[src/rtl/rho_pi_unit.sv]
// Keccak rho+pi step over a serial slice stream.
// Slices are scattered into a buffer on load, then drained in order.
module rho_pi_unit #(
  parameter int W  = 64,
  parameter int CW = $clog2(W)
) (
  input  logic          clk,
  input  logic          rst_n,
  input  logic          rho_en,
  input  logic          in_valid,
  output logic          in_ready,
  input  logic [24:0]   in_slice,
  output logic          out_valid,
  input  logic          out_ready,
  output logic [24:0]   out_slice,
  output logic [CW-1:0] out_z,
  output logic          done
);

  typedef enum logic [1:0] {
    IDLE,
    LOAD,
    DRAIN
  } state_t;

  localparam logic [5:0] ROT [25] = '{
    6'd0,  6'd1,  6'd62, 6'd28, 6'd27,
    6'd36, 6'd44, 6'd6,  6'd55, 6'd20,
    6'd3,  6'd10, 6'd43, 6'd25, 6'd39,
    6'd41, 6'd45, 6'd15, 6'd21, 6'd8,
    6'd18, 6'd2,  6'd61, 6'd56, 6'd14
  };

  state_t        state_q, state_d;
  logic [CW-1:0] in_cnt_q, in_cnt_d;
  logic [CW-1:0] out_cnt_q, out_cnt_d;
  logic          rho_q, rho_d;
  logic          done_q, done_d;
  logic          live_q;
  logic [24:0]   buf_q [W];
  logic [24:0]   buf_d [W];
  logic [CW-1:0] tgt [25];
  logic          in_acc;
  logic          out_acc;
  logic          rho_cur;

  // live_q keeps in_ready low until the first edge after reset
  assign in_ready  = live_q & ~done_q & (state_q != DRAIN);
  assign out_valid = (state_q == DRAIN);
  assign out_z     = out_cnt_q;
  assign out_slice = out_valid ? buf_q[out_cnt_q] : '0;
  assign done      = done_q;

  assign in_acc  = in_valid & in_ready;
  assign out_acc = out_valid & out_ready;
  // first slice of a block uses the live mode bit, later ones the latch
  assign rho_cur = (state_q == IDLE) ? rho_en : rho_q;

  // destination slice of each lane for the slice being accepted
  always_comb begin
    for (int l = 0; l < 25; l++) begin
      tgt[l] = in_cnt_q + (rho_cur ? ROT[l][CW-1:0] : '0);
    end
  end

  // scatter one slice: lane (x,y) -> lane (y, 2x+3y mod 5)
  always_comb begin
    buf_d = buf_q;
    if (in_acc) begin
      for (int l = 0; l < 25; l++) begin
        buf_d[tgt[l]][(l / 5) + 5 * ((2 * (l % 5) + 3 * (l / 5)) % 5)] =
          in_slice[l];
      end
    end
  end

  // next-state and counter logic
  always_comb begin
    state_d   = state_q;
    in_cnt_d  = in_cnt_q;
    out_cnt_d = out_cnt_q;
    rho_d     = rho_q;
    done_d    = 1'b0;
    unique case (state_q)
      IDLE: begin
        if (in_acc) begin
          state_d  = LOAD;
          rho_d    = rho_en;
          in_cnt_d = in_cnt_q + 1'b1;
        end
      end
      LOAD: begin
        if (in_acc) begin
          in_cnt_d = in_cnt_q + 1'b1;
          if (in_cnt_q == CW'(W - 1)) begin
            state_d = DRAIN;
          end
        end
      end
      DRAIN: begin
        if (out_acc) begin
          out_cnt_d = out_cnt_q + 1'b1;
          if (out_cnt_q == CW'(W - 1)) begin
            state_d = IDLE;
            done_d  = 1'b1;
          end
        end
      end
      default: begin
        state_d = IDLE;
      end
    endcase
  end

  // control registers
  always_ff @(posedge clk or negedge rst_n) begin
    if (!rst_n) begin
      state_q   <= IDLE;
      in_cnt_q  <= '0;
      out_cnt_q <= '0;
      rho_q     <= 1'b0;
      done_q    <= 1'b0;
      live_q    <= 1'b0;
    end else begin
      state_q   <= state_d;
      in_cnt_q  <= in_cnt_d;
      out_cnt_q <= out_cnt_d;
      rho_q     <= rho_d;
      done_q    <= done_d;
      live_q    <= 1'b1;
    end
  end

  // slice buffer
  always_ff @(posedge clk or negedge rst_n) begin
    if (!rst_n) begin
      for (int i = 0; i < W; i++) begin
        buf_q[i] <= '0;
      end
    end else begin
      buf_q <= buf_d;
    end
  end

endmodule

[config.mk]
export PLATFORM = sky130hd
export DESIGN_NAME = rho_pi_unit
export DESIGN_NICKNAME = d
export VERILOG_FILES = /design/src/rtl/rho_pi_unit.sv
export SDC_FILE = /design/constraint.sdc
export NUM_CORES = 2
export LEC_CHECK = 0
export CAP_MARGIN = 20
export CORE_MARGIN = 3
export CORE_UTILIZATION = 40
export DETAILED_ROUTE_END_ITERATION = 12
export PLACE_DENSITY_LB_ADDON = 0.15
export SYNTH_ARGS = -nofsm -noshare
export SYNTH_HDL_FRONTEND = slang
export SYNTH_SLANG_ARGS = --single-unit
[constraint.sdc]
create_clock -name clk -period 8.25 [get_ports clk]
set_clock_uncertainty 0.1 [all_clocks]
set_input_delay 1.65 -clock clk [delete_from_list [all_inputs] [get_ports clk]]
set_output_delay 1.65 -clock clk [all_outputs]
set_load 0.03 [all_outputs]
==> impl_metrics.toml <==
[floorplan]
num_rows = 167
coreArea_sq_um = 207000
start_util = 0.403
die_w_um = 463
die_area_sq_um = 215000
dieHeight_um = 463
design.portCount = 64

[synth]
synthFlopType = "dfrtp_1"
synth-seq-cells = 1617
ys_async_sr_fraction = 1.00
syn_inst = 7054
synth_cell_type_count = 64
seq_area_frac_synth = 0.484
yosysWarnings = 0
syn_area_sq_um = 83700
syn-num-nets = 7101
post_synth.cell_area_avg_sq_um = 11.9
synth-edff-count = 0

[global_route]
grt_overflow = 0
first_global_vias = 59100
grt_pass1_wl_um = 392000
groute.usage.overall = 0.238
antenna_found_initial = 18
grt_max_degree = 183

[sta]
hold_viol_final = 0
max_slew_margin = 0.115
setup_viol = 0
tightest_slew_ns = 1.33
finalMaxSlewViolations = 0
setup_tns_ns = 0
fmax_ghz = 0.145
period_share = 0.837
post-route-min-period_ns = 6.90
rsz0062_at_grt = "false"

[clock_network]
hold_buffers = 0
cts_max_path_buffers = 3
cts_tree = "done"
cts.repair.resized = 0
numCtsBuffers = 184
clk_pin_slew_ns = 0.06
cts_num_sinks = 1617
clkLatencyLatePin_ns = 0.84
cts_setup_buffers = 0
root_buffer = "clkbuf_16"
cts.htree.levels = 4

[detailed_routing]
viasPerCell = 5.81
first_pass_iters = 8
drt_wl_total_um = 259000
wl_per_cell_um = 26.3
drc = 0
drtIter0Drc = 4563
vias = 57300
final_antenna_net_count = 0

[power]
irDropWorstVdd_uv = 252
powerDensity_nw_per_um2 = 266
p_leak_nw = 42.2

[cells_and_area]
final-seq-area_sq_um = 40500
syn_to_final_growth_pct = 12.1
design_area_sq_um = 93800
multi_input_area_sq_um = 40900
drive_above_1_share = 0.355
finish.net_count = 6964
fin_cells = 9862
fillers = 18800

[setup_path]
start_kind = "flop"
arrival_ns = 5.15
required_ns = 6.50
setup.worst_path.end_class = "output pin"
worstPathMaxFanout = 33
path_class = "flop to output pin"

[placement]
hpwlAfterDp_um = 155000
portBuffers = 63
placed_cell_area_sq_um = 87200
finalWeightedCongestion = 0.796
dp.cells = 9492

[status]
status = "finished, final reports clean"

[worst_hold_path]
min_path_type = "flop to flop"

[job]
drv_cap = 0
[through the flow]
stage	utilization	hold slack, ns	setup WS (ns)	power (W)
2_1_floorplan	-	0.352	3.33	0.0131
4_1_cts	0.450	0.387	1.27	0.0251
5_1_grt	0.452	0.407	1.29	0.0259
3_3_place_gp	0.420	0.363	1.67	0.0166
3_5_place_dp	0.420	0.375	1.62	0.0167
6_report	0.452	0.387	1.35	0.0249
[metal layers]
layer / part of all wire / vias up / track usage
met5: 0.000050 / - / 0
met4: 0.028 / 2 / 0.0691
met3: 0.050 / 386 / 0.0334
met2: 0.47 / 1477 / 0.384
met1: 0.45 / 30400 / 0.335
li1: - / 25000 / -
[where the power goes]
part,internal [W],total [W],switching (W)
Combinational,0.00239,0.00814,0.00575
Sequential,0.00812,0.00844,0.000327
Clock,0.00494,0.00836,0.00342
[cell families after synthesis]
| kind of cell | Yosys count | share of synthesized area |
|---|---|---|
| compound gates | 412 | 0.0351 |
| xor+xnor | 97 | 0.0113 |
| fa+ha+maj | 17 | 0.00290 |
| buf+inv | 617 | 0.0302 |
| flops | 1617 | 0.484 |
| mux | 2120 | 0.326 |
| other cells | 1 | 0.0000448 |
| simple gates | 2173 | 0.111 |
[area by class of cell]
class / count / area share
Multi-Input combinational cell: 4820 / 0.436
Sequential cell: 1617 / 0.432
Clock buffer: 293 / 0.0604
Tap cell: 2788 / 0.0372
Timing Repair Buffer: 278 / 0.0282
Clock inverter: 45 / 0.00526
Inverter: 16 / 0.000694
Antenna cell: 5 / 0.000133
[flip-flops by register name, indices dropped and copies added (netlist names)]
signal	count
out_z	6
live_q	1
in_cnt_q	6
rho_q	1
state_q	2
done	1
buf_q	1600
[critical path, cell delays in order (launching register included)]
cell and delay [ns]:
dfrtp_4 0.91, nand3b_1 0.84, buf_4 0.56, o221ai_1 0.22, a21oi_1 0.15, a211oi_1 0.51, a211o_1 0.33, clkdlybuf4s50_1 0.76
[synthesized netlist by cell type (64+ instances only)]
cell type	count	area [sq um]
a21oi_1	67	335
dfrtp_1	1617	40500
nor2_1	712	2670
mux2i_1	197	1970
nand2_1	709	2660
a211oi_1	69	518
mux4_2	321	7230
xnor2_1	64	561
nor3_1	224	1120
clkbuf_1	398	1490
nand3_1	402	2010
mux2_2	1578	17800
buf_2	128	641
[cells in the final DEF (no fill, tap or decap), drive strengths merged, types with 17 or more instances in the layout]
cell type         n
o21ai            56
a211oi           78
clkdlybuf4s50    39
mux2           1601
mux2i           198
nand2           709
o221ai           23
xor2             23
nor3            226
a21oi            67
mux4            321
buf             232
dfrtp          1617
clkbuf          300
clkinv           30
nand2b           19
a22oi            30
nor2            713
inv              20
xnor2            71
and2             32
a221oi           48
o22ai            30
nor2b            24
a31oi            17
nand3           402
[final timing paths]
check / start / to / slack (ns) / cells after the start
worst min register to register: buf_q[340] / buf_q[340] / 0.39 / 1
worst max-delay path: out_z[2] / out_slice[11] / 1.35 / 7
worst max register to register: state_q[1] / buf_q[855] / 2.84 / 10
min in group asynchronous: rst_n / buf_q[141] / 0.72 / 1
max in group asynchronous: rst_n / buf_q[132] / 5.42 / 3
worst min-delay path: buf_q[340] / buf_q[340] / 0.39 / 1
Power figures use the tool's default switching activity.
